--- config.mk ---
export PLATFORM = sky130hd
export DESIGN_NAME = bird_collision_ctrl_flat
export DESIGN_NICKNAME = d
export VERILOG_FILES = /design/src/rtl/bird_collision_ctrl_pkg.sv /design/src/rtl/bird_collision_ctrl_if.sv /design/src/rtl/bird_collision_ctrl_overlap.sv /design/src/rtl/bird_collision_ctrl.sv /design/src/flat_wrapper.sv
export SDC_FILE = /design/constraint.sdc
export NUM_CORES = 1
export LEC_CHECK = 0
export BUFFER_PORTS_ARGS = -buffer_cell sky130_fd_sc_hd__buf_2
export CAP_MARGIN = 40
export CORE_MARGIN = 2
export CORE_UTILIZATION = 43
export CTS_CLUSTER_DIAMETER = 200
export DETAILED_ROUTE_END_ITERATION = 12
export HOLD_SLACK_MARGIN = 0.15
export SYNTH_ARGS = -nofsm -noshare
export SYNTH_HDL_FRONTEND = slang
export SYNTH_SLANG_ARGS = --single-unit
--- constraint.sdc ---
create_clock -name i_clk -period 4.7 [get_ports i_clk]
set_input_delay 0.235 -clock i_clk [delete_from_list [all_inputs] [get_ports i_clk]]
set_output_delay 0.235 -clock i_clk [all_outputs]
set_load 0.01 [all_outputs]
--- src/rtl/bird_collision_ctrl_pkg.sv ---
// Shared game definitions: coordinate width, floor derivation, FSM encodings and
// the geometry and flag payloads passed between pipeline stages.
package bird_collision_ctrl_pkg;

  localparam int unsigned CW          = 12;
  localparam int unsigned DISP_H      = 480;
  localparam int unsigned GROUND_H    = 30;
  localparam int unsigned FLOOR_Y_DEF = DISP_H - GROUND_H;
  localparam int unsigned STATE_W     = 2;

  typedef enum logic [STATE_W-1:0] {
    ST_READY   = 2'b00,
    ST_PLAYING = 2'b01,
    ST_DEAD    = 2'b10
  } game_state_e;

  typedef logic [CW-1:0] coord_t;

  typedef struct packed {
    coord_t x1;
    coord_t x2;
    coord_t y1;
    coord_t y2;
  } box_t;

  typedef struct packed {
    box_t   bird;
    coord_t pipe_x1;
    coord_t pipe_x2;
    coord_t gap_y1;
    coord_t gap_y2;
  } frame_geom_t;

  typedef struct packed {
    logic hx;
    logic hy;
    logic floor_hit;
    logic past;
  } hit_flags_t;

endpackage

--- src/rtl/bird_collision_ctrl_if.sv ---
// Controller-facing bundle: per-frame geometry and button in, game control and status out.
interface bird_collision_ctrl_if #(
  parameter int unsigned SCORE_W = 8
);
  import bird_collision_ctrl_pkg::*;

  logic                 i_frame_stb;
  logic                 i_flap_req;
  coord_t               i_bird_x1;
  coord_t               i_bird_x2;
  coord_t               i_bird_y1;
  coord_t               i_bird_y2;
  coord_t               i_pipe_x1;
  coord_t               i_pipe_x2;
  coord_t               i_gap_y1;
  coord_t               i_gap_y2;
  logic                 o_flap;
  logic                 o_animate;
  logic                 o_game_rst;
  logic                 o_hit;
  logic [STATE_W-1:0]   o_state;
  logic [SCORE_W-1:0]   o_score;

  modport slave (
    input  i_frame_stb, i_flap_req,
    input  i_bird_x1, i_bird_x2, i_bird_y1, i_bird_y2,
    input  i_pipe_x1, i_pipe_x2, i_gap_y1, i_gap_y2,
    output o_flap, o_animate, o_game_rst, o_hit, o_state, o_score
  );

  modport master (
    output i_frame_stb, i_flap_req,
    output i_bird_x1, i_bird_x2, i_bird_y1, i_bird_y2,
    output i_pipe_x1, i_pipe_x2, i_gap_y1, i_gap_y2,
    input  o_flap, o_animate, o_game_rst, o_hit, o_state, o_score
  );

endinterface

--- src/rtl/bird_collision_ctrl_overlap.sv ---
// Combinational box test: horizontal overlap with the pipe, vertical escape from
// the gap, and whether the bird has fully cleared the pipe's right edge.
module bird_box_overlap
  import bird_collision_ctrl_pkg::*;
(
  input  box_t   bird_i,
  input  coord_t pipe_x1_i,
  input  coord_t pipe_x2_i,
  input  coord_t gap_y1_i,
  input  coord_t gap_y2_i,
  output logic   hx_o,
  output logic   hy_o,
  output logic   past_o
);

  assign hx_o   = (bird_i.x2 > pipe_x1_i) && (bird_i.x1 < pipe_x2_i);
  assign hy_o   = (bird_i.y1 < gap_y1_i) || (bird_i.y2 > gap_y2_i);
  assign past_o = (bird_i.x1 >= pipe_x2_i);

endmodule

--- src/rtl/bird_collision_ctrl.sv ---
// Per-frame collision/score pipeline feeding the READY/PLAYING/DEAD game FSM.
module bird_collision_ctrl
  import bird_collision_ctrl_pkg::*;
#(
  parameter int unsigned FLOOR_Y     = FLOOR_Y_DEF,
  parameter int unsigned DEAD_FRAMES = 60,
  parameter int unsigned SCORE_W     = 8
) (
  input  logic                 i_clk,
  input  logic                 i_rst,
  bird_collision_ctrl_if.slave bus
);

  localparam int unsigned DCW = (DEAD_FRAMES < 1) ? 1 : $clog2(DEAD_FRAMES + 1);
  localparam logic [DCW-1:0] DEAD_INIT = DCW'(DEAD_FRAMES);
  localparam coord_t         FLOOR_C   = CW'(FLOOR_Y);

  frame_geom_t        geom_in;
  frame_geom_t        geom_q;
  logic               v1_q;
  hit_flags_t         flags_d;
  hit_flags_t         flags_q;
  logic               v2_q;

  game_state_e        state_q, state_d;
  logic               flap_q, flap_d;
  logic               hit_q, hit_d;
  logic               game_rst_q, game_rst_d;
  logic               animate_q;
  logic [SCORE_W-1:0] score_q, score_d;
  logic               prev_past_q, prev_past_d;
  logic [DCW-1:0]     dead_cnt_q, dead_cnt_d;
  logic               hit_now;
  logic               pass_now;

  always_comb begin
    geom_in         = '0;
    geom_in.bird.x1 = bus.i_bird_x1;
    geom_in.bird.x2 = bus.i_bird_x2;
    geom_in.bird.y1 = bus.i_bird_y1;
    geom_in.bird.y2 = bus.i_bird_y2;
    geom_in.pipe_x1 = bus.i_pipe_x1;
    geom_in.pipe_x2 = bus.i_pipe_x2;
    geom_in.gap_y1  = bus.i_gap_y1;
    geom_in.gap_y2  = bus.i_gap_y2;
  end

  // S0: capture geometry on the frame strobe; a new strobe simply overwrites.
  always_ff @(posedge i_clk) begin
    if (i_rst) begin
      v1_q   <= 1'b0;
      geom_q <= '0;
    end else begin
      v1_q <= bus.i_frame_stb;
      if (bus.i_frame_stb) geom_q <= geom_in;
    end
  end

  bird_box_overlap u_overlap (
    .bird_i    (geom_q.bird),
    .pipe_x1_i (geom_q.pipe_x1),
    .pipe_x2_i (geom_q.pipe_x2),
    .gap_y1_i  (geom_q.gap_y1),
    .gap_y2_i  (geom_q.gap_y2),
    .hx_o      (flags_d.hx),
    .hy_o      (flags_d.hy),
    .past_o    (flags_d.past)
  );

  assign flags_d.floor_hit = (geom_q.bird.y2 >= FLOOR_C);

  // S1: register the collision flags.
  always_ff @(posedge i_clk) begin
    if (i_rst) begin
      v2_q    <= 1'b0;
      flags_q <= '0;
    end else begin
      v2_q <= v1_q;
      if (v1_q) flags_q <= flags_d;
    end
  end

  assign hit_now  = v2_q && ((flags_q.hx && flags_q.hy) || flags_q.floor_hit);
  assign pass_now = v2_q && flags_q.past && !prev_past_q;

  // S2: game FSM; a hit outranks both a same-cycle flap and a same-cycle pass.
  always_comb begin
    state_d     = state_q;
    flap_d      = 1'b0;
    hit_d       = 1'b0;
    game_rst_d  = 1'b0;
    score_d     = score_q;
    dead_cnt_d  = dead_cnt_q;
    prev_past_d = v2_q ? flags_q.past : prev_past_q;
    unique case (state_q)
      ST_READY: begin
        if (bus.i_flap_req) begin
          state_d = ST_PLAYING;
          flap_d  = 1'b1;
        end
      end
      ST_PLAYING: begin
        if (hit_now) begin
          state_d    = ST_DEAD;
          hit_d      = 1'b1;
          dead_cnt_d = DEAD_INIT;
        end else begin
          if (pass_now && (score_q != '1)) score_d = score_q + SCORE_W'(1);
          flap_d = bus.i_flap_req;
        end
      end
      ST_DEAD: begin
        if (bus.i_frame_stb && (dead_cnt_q != '0)) dead_cnt_d = dead_cnt_q - DCW'(1);
        if (bus.i_flap_req && (dead_cnt_q == '0)) begin
          state_d     = ST_READY;
          game_rst_d  = 1'b1;
          score_d     = '0;
          prev_past_d = 1'b0;
        end
      end
      default: state_d = ST_READY;
    endcase
  end

  always_ff @(posedge i_clk) begin
    if (i_rst) begin
      state_q     <= ST_READY;
      flap_q      <= 1'b0;
      hit_q       <= 1'b0;
      game_rst_q  <= 1'b0;
      animate_q   <= 1'b0;
      score_q     <= '0;
      prev_past_q <= 1'b0;
      dead_cnt_q  <= '0;
    end else begin
      state_q     <= state_d;
      flap_q      <= flap_d;
      hit_q       <= hit_d;
      game_rst_q  <= game_rst_d;
      animate_q   <= (state_d == ST_PLAYING);
      score_q     <= score_d;
      prev_past_q <= prev_past_d;
      dead_cnt_q  <= dead_cnt_d;
    end
  end

  assign bus.o_flap     = flap_q;
  assign bus.o_animate  = animate_q;
  assign bus.o_game_rst = game_rst_q;
  assign bus.o_hit      = hit_q;
  assign bus.o_state    = state_q;
  assign bus.o_score    = score_q;

endmodule

--- src/flat_wrapper.sv ---
// flat-port wrapper written by rule: the top's interface ports become plain ports
module bird_collision_ctrl_flat import bird_collision_ctrl_pkg::*;
#(
  parameter int unsigned FLOOR_Y     = FLOOR_Y_DEF,
  parameter int unsigned DEAD_FRAMES = 60,
  parameter int unsigned SCORE_W     = 8
)
  (i_clk, i_rst, bus_i_frame_stb, bus_i_flap_req, bus_i_bird_x1, bus_i_bird_x2, bus_i_bird_y1, bus_i_bird_y2, bus_i_pipe_x1, bus_i_pipe_x2, bus_i_gap_y1, bus_i_gap_y2, bus_o_flap, bus_o_animate, bus_o_game_rst, bus_o_hit, bus_o_state, bus_o_score);
  bird_collision_ctrl_if #(.SCORE_W(SCORE_W)) bus_i ();
  input  logic i_clk;
  input  logic i_rst;
  input wire logic [$bits(bus_i.i_frame_stb)-1:0] bus_i_frame_stb;
  input wire logic [$bits(bus_i.i_flap_req)-1:0] bus_i_flap_req;
  input wire logic [$bits(bus_i.i_bird_x1)-1:0] bus_i_bird_x1;
  input wire logic [$bits(bus_i.i_bird_x2)-1:0] bus_i_bird_x2;
  input wire logic [$bits(bus_i.i_bird_y1)-1:0] bus_i_bird_y1;
  input wire logic [$bits(bus_i.i_bird_y2)-1:0] bus_i_bird_y2;
  input wire logic [$bits(bus_i.i_pipe_x1)-1:0] bus_i_pipe_x1;
  input wire logic [$bits(bus_i.i_pipe_x2)-1:0] bus_i_pipe_x2;
  input wire logic [$bits(bus_i.i_gap_y1)-1:0] bus_i_gap_y1;
  input wire logic [$bits(bus_i.i_gap_y2)-1:0] bus_i_gap_y2;
  output wire logic [$bits(bus_i.o_flap)-1:0] bus_o_flap;
  output wire logic [$bits(bus_i.o_animate)-1:0] bus_o_animate;
  output wire logic [$bits(bus_i.o_game_rst)-1:0] bus_o_game_rst;
  output wire logic [$bits(bus_i.o_hit)-1:0] bus_o_hit;
  output wire logic [$bits(bus_i.o_state)-1:0] bus_o_state;
  output wire logic [$bits(bus_i.o_score)-1:0] bus_o_score;
  assign bus_i.i_frame_stb = bus_i_frame_stb;
  assign bus_i.i_flap_req = bus_i_flap_req;
  assign bus_i.i_bird_x1 = bus_i_bird_x1;
  assign bus_i.i_bird_x2 = bus_i_bird_x2;
  assign bus_i.i_bird_y1 = bus_i_bird_y1;
  assign bus_i.i_bird_y2 = bus_i_bird_y2;
  assign bus_i.i_pipe_x1 = bus_i_pipe_x1;
  assign bus_i.i_pipe_x2 = bus_i_pipe_x2;
  assign bus_i.i_gap_y1 = bus_i_gap_y1;
  assign bus_i.i_gap_y2 = bus_i_gap_y2;
  assign bus_o_flap = bus_i.o_flap;
  assign bus_o_animate = bus_i.o_animate;
  assign bus_o_game_rst = bus_i.o_game_rst;
  assign bus_o_hit = bus_i.o_hit;
  assign bus_o_state = bus_i.o_state;
  assign bus_o_score = bus_i.o_score;
  bird_collision_ctrl #(.FLOOR_Y(FLOOR_Y), .DEAD_FRAMES(DEAD_FRAMES), .SCORE_W(SCORE_W)) u_core (.i_clk(i_clk), .i_rst(i_rst), .bus(bus_i));
endmodule
==> impl_metrics.env, run 1 <==
export IMPL_gp_congestion=0.776
export IMPL_synth_area_leader_cell="dfxtp_1"
export IMPL_worst_path_max_delay_cell="dfxtp_1"
export IMPL_antenna_found_initial=0
export IMPL_cts_root_buf="clkbuf_16"
export IMPL_p_leak_nw=3.84
export IMPL_cts_sinks=123
export IMPL_worstSetupPathType="reg2reg"
export IMPL_port_buffers=113
export IMPL_grt_pass1_vias=4896
export IMPL_ios=114
export IMPL_overflow=0
export IMPL_r2r_end="u_core.dead_cnt_q[4]$_SDFFE_PP0P_"
export IMPL_die_y_um=120
export IMPL_syn_area_sq_um=5810
export IMPL_synth_edff_count=0
export IMPL_timing_hold_ws_ns=0.312
export IMPL_avgViaCountPerCell=4.92
export IMPL_setup_worst_path_start_class="register"
export IMPL_finalHoldViolCount=0
export IMPL_whs_path_depth=2
export IMPL_wirelength_mm=13.6
export IMPL_min_period_ns=2.12
export IMPL_hpwl_mm=9.04
export IMPL_setup_viol=0
export IMPL_fmax_ghz=0.472
export IMPL_maxCapViolCount=0
export IMPL_yosys_top_cells_count="dfxtp_1 (123), nor2_1 (122), mux2i_1 (97), inv_1 (58), ha_1 (54)"
export IMPL_powerDensity_nw_per_um2=349
export IMPL_syn_inst=618
export IMPL_tightestPinTransition_ns=0.700
export IMPL_maxSlewViolCount=0
export IMPL_tns_ns=0
export IMPL_status="finished, final reports clean"
export IMPL_drive_gt1_share_pct=19.1
export IMPL_cp_top_family="compound AO/OA/AOI/OAI gates"
export IMPL_relSlewSlack_pct=53.4
export IMPL_synth_distinct_cells=50
export IMPL_synth_yosys_seq_area_share_pct=42.4
export IMPL_whs_endpoint="u_core.dead_cnt_q[1]$_SDFFE_PP0P_"
export IMPL_drcViolationCount=0
export IMPL_dieArea_sq_um=14500
export IMPL_synth_top_cell_area_share_pct=42.4
export IMPL_rrSetupSlack_ns=2.58
export IMPL_crit_buf_inv=1
export IMPL_numCtsBuffers=17
export IMPL_drtIter0Drc=302
export IMPL_area_growth_pct=39.2
export IMPL_routedWlPerCell_um=13.4
export IMPL_ir_drop_v=0.000262
export IMPL_crit_path_end_kind="register"
export IMPL_syn_num_nets=772
export IMPL_cp_max_fo=6
export IMPL_synth_area_top_cells="dfxtp_1 (42%), mux2i_1 (17%), ha_1 (12%)"
export IMPL_synthArstFlopShare_pct=0
export IMPL_fin_skew_ns=0.00794
export IMPL_cp_cell_sequence="inv_1 -> ha_1 -> a21boi_2 -> a211oi_4 -> nand2_2 -> or4_1 -> a31oi_1"
export IMPL_fillers=1128
export IMPL_ant_nets=0
export IMPL_synth_seq_cells=123
export IMPL_synth_most_common_cell="dfxtp_1"
export IMPL_rows=42
export IMPL_grt_pass1_wl_mm=22.4
export IMPL_rsz0062_at_grt="no"
export IMPL_vias=4984
export IMPL_cp_required_ns=5.03
export IMPL_clk_path_buf_depth=2
export IMPL_worstPathArrival_ns=2.46
export IMPL_nets=978
export IMPL_h_tree_depth=4
export IMPL_insertion_delay_ns=0.41
export IMPL_synth_main_ff_cell="dfxtp_1"
export IMPL_clk_pin_slew_ns=0.05
export IMPL_antenna_cells=0
export IMPL_max_stage_delay_ns=0.42
export IMPL_core_area_sq_um=13200
export IMPL_period_share_pct=45.1
export IMPL_globalRouteTotalUtil_pct=19.3
export IMPL_cts_tree="yes"
export IMPL_worstHoldStart="i_rst"
export IMPL_first_pass_iters=4
export IMPL_dieWidth_um=120
export IMPL_r2r_cells=7
export IMPL_timing_rr_start="u_core.bus.o_state[1]$_SDFF_PP0_"
export IMPL_start_util_pct=43.9
export IMPL_grt_start_max_net_pins=63
export IMPL_avgSynthCellArea_sq_um=9.40
export IMPL_hp_class="in2reg"
export IMPL_yosysWarnings=0
state kept, by name, summed over array words and instances (netlist names):
register	count
u_core.bus.o_game_rst	1
u_core.v1_q	1
u_core.bus.o_hit	1
u_core.geom_q	96
u_core.bus.o_animate	1
u_core.bus.o_state	2
u_core.dead_cnt_q	6
u_core.bus.o_score	8
u_core.bus.o_flap	1
u_core.v2_q	1
u_core.flags_q	4
u_core.prev_past_q	1
how the worst max path moves through the flow:
stage                                    endpoint  cells after the start                          startpoint
2_1_floorplan  u_core.bus.o_score[1]$_SDFFE_PP0P_                      7  u_core.bus.o_score[0]$_SDFFE_PP0P_
3_3_place_gp    u_core.dead_cnt_q[4]$_SDFFE_PP0P_                      6                     bus_i_frame_stb
3_5_place_dp   u_core.bus.o_score[0]$_SDFFE_PP0P_                      5                               i_rst
4_1_cts         u_core.dead_cnt_q[4]$_SDFFE_PP0P_                      7    u_core.bus.o_state[1]$_SDFF_PP0_
5_1_grt        u_core.bus.o_score[7]$_SDFFE_PP0P_                      7  u_core.bus.o_score[1]$_SDFFE_PP0P_
6_report        u_core.dead_cnt_q[4]$_SDFFE_PP0P_                      7    u_core.bus.o_state[1]$_SDFF_PP0_
through the flow:
step                      cell area [sq um]  utilization, %  setup slack [ns]  total power, W  instances
after global placement                 6510            49.2              2.47         0.00150        883
after floorplan                        5810               -              2.74         0.00140        618
after global routing                   8090            61.1              2.44         0.00295       1013
after CTS                              8090            61.1              2.59         0.00284       1013
after detailed placement               6530            49.3              2.55         0.00152        884
final                                  8090            61.1              2.58         0.00282       1013
power breakdown:
group	leakage, nW	switching [W]	internal (W)
clock network	0.299	0.000438	0.000819
registers	1.01	0.0000452	0.00111
logic	2.53	0.000194	0.000216
total	3.84	0.000677	0.00214
area by class of cell:
cell class | count | area [sq um] | area share [%]
clock buffers | 25 | 526 | 6.50
clock inverters | 7 | 60.1 | 0.742
inverters | 58 | 218 | 2.69
multi-input cells | 411 | 3030 | 37.4
flip-flops and latches | 123 | 2460 | 30.4
well taps | 176 | 220 | 2.72
repair buffers | 213 | 1580 | 19.5
what timing repair did:
item,4_1_cts,5_1_grt
endpoints found under the hold margin,98,0
hold buffers,97,0
endpoints found under the setup margin,0,0
resized for setup,0,0
buffers inserted,0,0
cell families (layout without fill, tap and decap cells):
logic type                 after synthesis  in the layout  synth area share [%]
DFF                                    123            123                  42.4
and+or+nand+nor                        175            175                  13.2
xor gates and xnor gates                 2              2                 0.302
muxes                                  100            100                  17.3
AOI/OAI and AO/OA                       80             80                  9.65
adders and majority gates               54             54                  11.6
buffers and inverters                   84            303                  5.53
layer usage:
layer | up-vias | track usage [%] | wire (um)
met5 | - | 0 | 0
met4 | 0 | 7.78 | 231
met3 | 19 | 4.67 | 528
met2 | 105 | 31.8 | 6400
met1 | 2333 | 24.5 | 6400
li1 | 2527 | - | -
layout by cell type, fill, tap and decap left out, types with 6 or more instances in the layout:
cell type | netlist | final
mux2i_1 | 97 | 97
inv_1 | 58 | 58
and3_1 | 6 | 6
ha_1 | 54 | 54
nor2_1 | 122 | 122
dfxtp_1 | 123 | 123
clkbuf_16 | 0 | 17
o21ai_0 | 11 | 11
a21oi_1 | 26 | 26
dlygate4sd3_1 | 0 | 97
clkinv_2 | 0 | 6
a21o_1 | 7 | 7
buf_2 | 5 | 111
nand4_1 | 9 | 9
nand2_1 | 13 | 13
clkbuf_8 | 0 | 7
(Power assumes the default switching activity.)
==> run 2, diff against run 1 <==
--- a/config.mk
+++ b/config.mk
@@ -12,6 +12,7 @@
 export CTS_CLUSTER_DIAMETER = 200
 export DETAILED_ROUTE_END_ITERATION = 12
 export HOLD_SLACK_MARGIN = 0.15
+export PLACE_DENSITY = 0.67
 export SYNTH_ARGS = -nofsm -noshare
 export SYNTH_HDL_FRONTEND = slang
 export SYNTH_SLANG_ARGS = --single-unit
==> constraint.sdc (replaced) <==
create_clock -name i_clk -period 1.95 [get_ports i_clk]
set_input_delay 0.0975 -clock i_clk [delete_from_list [all_inputs] [get_ports i_clk]]
set_output_delay 0.0975 -clock i_clk [all_outputs]
set_load 0.01 [all_outputs]
==> run 2 against run 1 <==
Largest cell class unchanged; critical endpoint is now u_core.bus.o_score[0]$_SDFFE_PP0P_; clock skew is 0.0027 ns lower; hold slack worse by 0.071 ns; non-clock buffer count is 29 higher; sequential share of layout area is 1.2 points lower; fmax is 11% higher.
==> impl_metrics.env, run 2 (same netlist as run 1, synthesis figures left out) <==
export IMPL_status="finished, final reports clean"
export IMPL_ir_drop_v=0.000553
export IMPL_ios=114
export IMPL_numCtsBuffers=17
export IMPL_tightestPinTransition_ns=0.720
export IMPL_r2r_end="u_core.bus.o_score[0]$_SDFFE_PP0P_"
export IMPL_h_tree_depth=4
export IMPL_maxSlewViolCount=0
export IMPL_cts_tree="yes"
export IMPL_grt_pass1_wl_mm=24.0
export IMPL_largest_register="u_core.geom_q"
export IMPL_start_util_pct=43.9
export IMPL_cp_required_ns=2.26
export IMPL_cp_endpoint="u_core.bus.o_score[0]$_SDFFE_PP0P_"
export IMPL_fmax_ghz=0.523
export IMPL_relSlewSlack_pct=52.0
export IMPL_drive_gt1_share_pct=21.3
export IMPL_r2r_cells=7
export IMPL_dpl_cell_count=895
export IMPL_final_cell_mix="nor2_1 (122), dfxtp_1 (121), dlygate4sd3_1 (111), buf_2 (111), mux2i_1 (97)"
export IMPL_drtIter0Drc=268
export IMPL_rrSetupSlack_ns=0.04
export IMPL_ant_nets=0
export IMPL_setup_worst_path_start_class="register"
export IMPL_p_int_w=0.00530
export IMPL_critPathLaunch="u_core.dead_cnt_q[0]$_SDFFE_PP0P_"
export IMPL_powerDensity_nw_per_um2=831
export IMPL_min_period_ns=1.91
export IMPL_worstPathArrival_ns=2.22
export IMPL_dieWidth_um=120
export IMPL_grt_start_max_net_pins=98
export IMPL_power_frac_clock_pct=44.9
export IMPL_core_area_sq_um=13200
export IMPL_avgViaCountPerCell=4.97
export IMPL_period_share_pct=98.1
export IMPL_setup_viol=0
export IMPL_clk_path_buf_depth=2
export IMPL_nets=1007
export IMPL_wirelength_mm=14.9
export IMPL_area_growth_pct=45.0
export IMPL_largest_reg_flops=96
export IMPL_antenna_found_initial=0
export IMPL_port_buffers=113
export IMPL_hp_class="in2reg"
export IMPL_overflow=0
export IMPL_rows=42
export IMPL_dieArea_sq_um=14500
export IMPL_timing_hold_ws_ns=0.240
export IMPL_drcViolationCount=0
export IMPL_vias=5170
export IMPL_fin_skew_ns=0.00521
export IMPL_crit_path_end_kind="register"
export IMPL_final_common_cell="nor2_1"
export IMPL_gp_congestion=0.794
export IMPL_clk_pin_slew_ns=0.06
export IMPL_insertion_delay_ns=0.42
export IMPL_p_sw_w=0.00170
export IMPL_rsz0062_at_grt="yes"
export IMPL_pwr_share_comb_pct=15.4
export IMPL_maxCapViolCount=0
export IMPL_fin_cells=1041
export IMPL_globalRouteTotalUtil_pct=20.9
export IMPL_cts_sinks=123
export IMPL_first_pass_iters=4
export IMPL_antenna_cells=0
export IMPL_fillers=1032
export IMPL_seq_power_share_pct=39.6
export IMPL_cp_max_fo=7
export IMPL_worstSetupPathType="reg2reg"
export IMPL_die_y_um=120
export IMPL_p_sw_share_pct=24.3
export IMPL_place_ws_ns=-0.0612
export IMPL_finalHoldViolCount=0
export IMPL_cts_root_buf="clkbuf_16"
export IMPL_p_leak_nw=4.00
export IMPL_routedWlPerCell_um=14.3
export IMPL_grt_pass1_vias=5254
export IMPL_setup_slack_ns=0.0377
export IMPL_timing_rr_start="u_core.dead_cnt_q[0]$_SDFFE_PP0P_"
export IMPL_hpwl_mm=9.26
==> run 2: cell count changes in the layout (fill, tap and decap cells not counted), sizes merged <==
cell,delta
dlygate4sd3,+14
buf,+15
clkinv,-2
bufinv,+2
clkinvlp,+1
clkbuf,-2
==> run 2: routing by layer <==
metal | track usage, % | wire length [um] | share of wire, %
met5 | 0 | 0 | 0
met4 | 9.45 | 383 | 2.6
met3 | 5.52 | 650 | 4.4
met2 | 35.7 | 7350 | 49
met1 | 24.6 | 6500 | 44
==> run 2: power by group through the flow <==
stage	Clock [W]	Combinational, W	Sequential [W]
floorplan	0	0.000591	0.00280
global placement	0	0.000822	0.00281
detailed placement	0	0.000855	0.00282
CTS	0.00320	0.00104	0.00277
global route	0.00334	0.00120	0.00279
finish	0.00315	0.00108	0.00277
==> run 2: metrics by stage <==
step                instance area [sq um]  power, W  utilization, %  setup TNS, ns
floorplan                            5810   0.00339               -              0
detailed placement                   6620   0.00368            50.0        -0.0789
global route                         8430   0.00733            63.6        -0.0578
global placement                     6620   0.00364            50.0              0
CTS                                  8350   0.00701            63.0              0
finish                               8430   0.00700            63.6              0
==> run 2: worst min-delay path by stage <==
stage                                        end  cells after the start  slack (ns)        startpoint
2_1_floorplan      u_core.prev_past_q$_SDFF_PP0_                      1        0.22    bus_i_flap_req
3_3_place_gp      u_core.geom_q[30]$_SDFFE_PP0P_                      3        0.33  bus_i_pipe_x2[6]
3_5_place_dp      u_core.geom_q[40]$_SDFFE_PP0P_                      3        0.34  bus_i_pipe_x1[4]
4_1_cts        u_core.dead_cnt_q[4]$_SDFFE_PP0P_                      6        0.22   bus_i_frame_stb
5_1_grt        u_core.dead_cnt_q[4]$_SDFFE_PP0P_                      6        0.26   bus_i_frame_stb
6_report       u_core.dead_cnt_q[4]$_SDFFE_PP0P_                      6        0.24   bus_i_frame_stb
==> run 2: area by class of cell <==
type | count | area [sq um] | share of cell area [%]
multi-input cells | 411 | 3110 | 36.9
flip-flops and latches | 123 | 2460 | 29.3
repair buffers | 242 | 1830 | 21.7
clock buffers | 23 | 468 | 5.55
well taps | 176 | 220 | 2.61
inverters | 58 | 218 | 2.58
clock inverters | 8 | 118 | 1.40
==> run 2: critical path: stages (launching register included) <==
cell	delay [ns]
dfxtp_2	0.33
inv_2	0.05
ha_1	0.12
or4b_4	0.50
o31ai_4	0.26
o21ai_2	0.11
o2bb2ai_4	0.16
mux2_4	0.26
==> run 2: repair_timing <==
action | CTS | global route
setup buffers | 1 | 3
gates resized for setup | 5 | 15
hold endpoints to repair | 103 | 0
cloned | 0 | 0
setup endpoints to repair | 3 | 11
pin swaps | 2 | 6
hold buffers | 111 | 0
==> run 3, diff against run 2 <==
--- a/config.mk
+++ b/config.mk
@@ -15,4 +15,5 @@
 export PLACE_DENSITY = 0.67
 export SYNTH_ARGS = -nofsm -noshare
 export SYNTH_HDL_FRONTEND = slang
+export SYNTH_HIERARCHICAL = 1
 export SYNTH_SLANG_ARGS = --single-unit
==> run 3 against run 2 <==
Hold slack got worse by 0.028 ns; clock-buffer cell count increased by 1; fmax increased by 5.3%; critical path type unchanged; highest routed layer unchanged.
==> impl_metrics.env, run 3 <==
export IMPL_cp_top_family="flip-flops"
export IMPL_rrSetupSlack_ns=0.13
export IMPL_cp_required_ns=2.22
export IMPL_hpwl_mm=9.34
export IMPL_cp_cell_sequence="inv_1 -> ha_1 -> and2b_4 -> a211oi_4 -> buf_4 -> o21ai_1 -> mux2i_1 -> nor2_1"
export IMPL_synth_most_common_cell="dfxtp_1"
export IMPL_dpl_cell_area_sq_um=6710
export IMPL_postCtsSetupBuffers=0
export IMPL_yosysWarnings=6
export IMPL_clk_pin_slew_ns=0.05
export IMPL_finalHoldViolCount=0
export IMPL_setup_slack_ns=0.135
export IMPL_status="finished, final reports clean"
export IMPL_gp_congestion=0.810
export IMPL_syn_area_sq_um=5940
export IMPL_largest_register="u_core/geom_q"
export IMPL_ant_nets=0
export IMPL_avgViaCountPerCell=4.98
export IMPL_syn_inst=634
export IMPL_setup_viol=0
export IMPL_die_y_um=122
export IMPL_tightestPinTransition_ns=0.717
export IMPL_drtIter0Drc=195
export IMPL_drive_gt1_share_pct=20.1
export IMPL_rsz0062_at_grt="no"
export IMPL_maxCapViolCount=0
export IMPL_core_area_sq_um=13300
export IMPL_yosys_top_cells_count="dfxtp_1 (123), nor2_1 (113), mux2i_1 (101), inv_1 (58), ha_1 (54)"
export IMPL_first_pass_iters=4
export IMPL_whs_path_depth=2
export IMPL_ir_drop_v=0.000703
export IMPL_synth_seq_cells=123
export IMPL_routedWlPerCell_um=14.3
export IMPL_worstPathArrival_ns=2.09
export IMPL_antenna_found_initial=0
export IMPL_synth_main_ff_cell="dfxtp_1"
export IMPL_insertion_delay_ns=0.42
export IMPL_worstSetupPathType="reg2reg"
export IMPL_crit_buf_inv=2
export IMPL_rows=42
export IMPL_start_util_pct=44.5
export IMPL_relSlewSlack_pct=52.2
export IMPL_dieArea_sq_um=14800
export IMPL_area_growth_pct=40.1
export IMPL_place_ws_ns=0.0245
export IMPL_cts_tree="yes"
export IMPL_final_common_cell="dfxtp_1"
export IMPL_setup_worst_path_start_class="register"
export IMPL_max_stage_delay_ns=0.37
export IMPL_fmax_ghz=0.551
export IMPL_powerDensity_nw_per_um2=842
export IMPL_tns_ns=0
export IMPL_design_area_sq_um=8330
export IMPL_fillers=1073
export IMPL_min_period_ns=1.82
export IMPL_grt_start_max_net_pins=68
export IMPL_synth_area_leader_cell="dfxtp_1"
export IMPL_p_leak_nw=3.87
export IMPL_final_cell_mix="dfxtp_1 (122), nor2_1 (113), buf_2 (111)"
export IMPL_worst_path_max_delay_cell="dfxtp_1"
export IMPL_maxSlewViolCount=0
export IMPL_largest_reg_flops=96
export IMPL_worstHoldStart="i_rst"
export IMPL_numCtsBuffers=17
export IMPL_synth_edff_count=0
export IMPL_timing_hold_ws_ns=0.212
export IMPL_drcViolationCount=0
export IMPL_synth_distinct_cells=54
export IMPL_vias=5154
export IMPL_synthArstFlopShare_pct=0
export IMPL_grt_pass1_wl_mm=24.1
export IMPL_synth_top_cell_area_share_pct=41.4
export IMPL_h_tree_depth=4
export IMPL_cts_root_buf="clkbuf_16"
export IMPL_wirelength_mm=14.8
export IMPL_nets=1001
export IMPL_avgSynthCellArea_sq_um=9.38
export IMPL_cp_max_fo=8
export IMPL_period_share_pct=93.1
export IMPL_overflow=0
export IMPL_fin_skew_ns=0.00485
export IMPL_hp_class="in2reg"
export IMPL_cts_sinks=123
export IMPL_timing_rr_start="u_core/bus.o_state[1]$_SDFF_PP0_"
export IMPL_r2r_cells=8
export IMPL_port_buffers=113
export IMPL_dieWidth_um=122
export IMPL_syn_num_nets=788
export IMPL_r2r_end="u_core/dead_cnt_q[0]$_SDFFE_PP0P_"
export IMPL_antenna_cells=0
export IMPL_grt_pass1_vias=5356
export IMPL_synth_yosys_seq_area_share_pct=41.4
export IMPL_synth_area_top_cells="dfxtp_1 (41%), mux2i_1 (17%), ha_1 (11%)"
export IMPL_crit_path_end_kind="register"
export IMPL_clk_path_buf_depth=2
export IMPL_ios=114
export IMPL_whs_endpoint="u_core/bus.o_game_rst$_SDFF_PP0_"
export IMPL_globalRouteTotalUtil_pct=20.8
==> run 3: cell types whose count changed after synthesis, moves of 9 or more <==
cell / delta
nand3_1: +11
buf_1: -9
nor3_1: +9
nor2_1: -9
==> run 3: through the flow <==
| step | utilization [%] | cells | power (W) |
|---|---|---|---|
| final | 62.4 | 1035 | 0.00701 |
| after global routing | 62.4 | 1035 | 0.00734 |
| after CTS | 62.1 | 1035 | 0.00704 |
| after detailed placement | 50.3 | 907 | 0.00365 |
| after global placement | 50.3 | 907 | 0.00362 |
| after floorplan | - | 634 | 0.00338 |
==> run 3: how the worst max path moves through the flow <==
stage / start / endpoint / slack [ns] / cells after the start
after floorplan: u_core/bus.o_state[1]$_SDFF_PP0_ / u_core/dead_cnt_q[2]$_SDFFE_PP0P_ / 0.09 / 7
after global placement: u_core/geom_q[37]$_SDFFE_PP0P_ / u_core/flags_q[3]$_SDFFE_PP0P_ / 0.15 / 9
after detailed placement: u_core/geom_q[41]$_SDFFE_PP0P_ / u_core/flags_q[3]$_SDFFE_PP0P_ / 0.02 / 9
after CTS: u_core/geom_q[41]$_SDFFE_PP0P_ / u_core/flags_q[3]$_SDFFE_PP0P_ / 0.02 / 9
after global routing: u_core/bus.o_state[1]$_SDFF_PP0_ / u_core/dead_cnt_q[0]$_SDFFE_PP0P_ / 0.01 / 8
final: u_core/bus.o_state[1]$_SDFF_PP0_ / u_core/dead_cnt_q[0]$_SDFFE_PP0P_ / 0.13 / 8
==> run 3: repair_timing <==
action                                 CTS  global route
gates resized for setup                  0             7
hold buffers                            97             0
setup endpoints to repair                0             1
endpoints found under the hold margin   99             0
==> run 3: where the power goes <==
group / switching [W] / internal [W]
registers: 0.000101 / 0.00266
logic: 0.000487 / 0.000546
clock network: 0.00108 / 0.00213
==> run 3: cell families (layout without fill, tap and decap cells) <==
logic type	after synthesis	count (layout)	share of synthesized area (%)
AO/OA/AOI/OAI	81	81	9.26
adder cells (fa/ha/maj)	54	54	11.4
buffers and inverters	84	309	5.54
flip-flops	123	123	41.4
multiplexers	101	101	17.0
AND/OR/NAND/NOR	191	191	15.4
==> run 3: final cells by class <==
class / instances / area, sq um / area share, %
Sequential cell: 123 / 2460 / 29.6
Clock inverter: 7 / 113 / 1.35
Inverter: 58 / 218 / 2.61
Clock buffer: 24 / 492 / 5.90
Multi-Input combinational cell: 427 / 3200 / 38.4
Timing Repair Buffer: 220 / 1630 / 19.6
Tap cell: 176 / 220 / 2.64
==> run 3: metal layers <==
layer	part of all wire, %	GRT usage, %	vias to the layer above
li1	-	-	2616
met1	43	22.7	2386
met2	51	38.0	125
met3	4.7	5.90	27
met4	1.9	8.19	0
met5	0	0	-
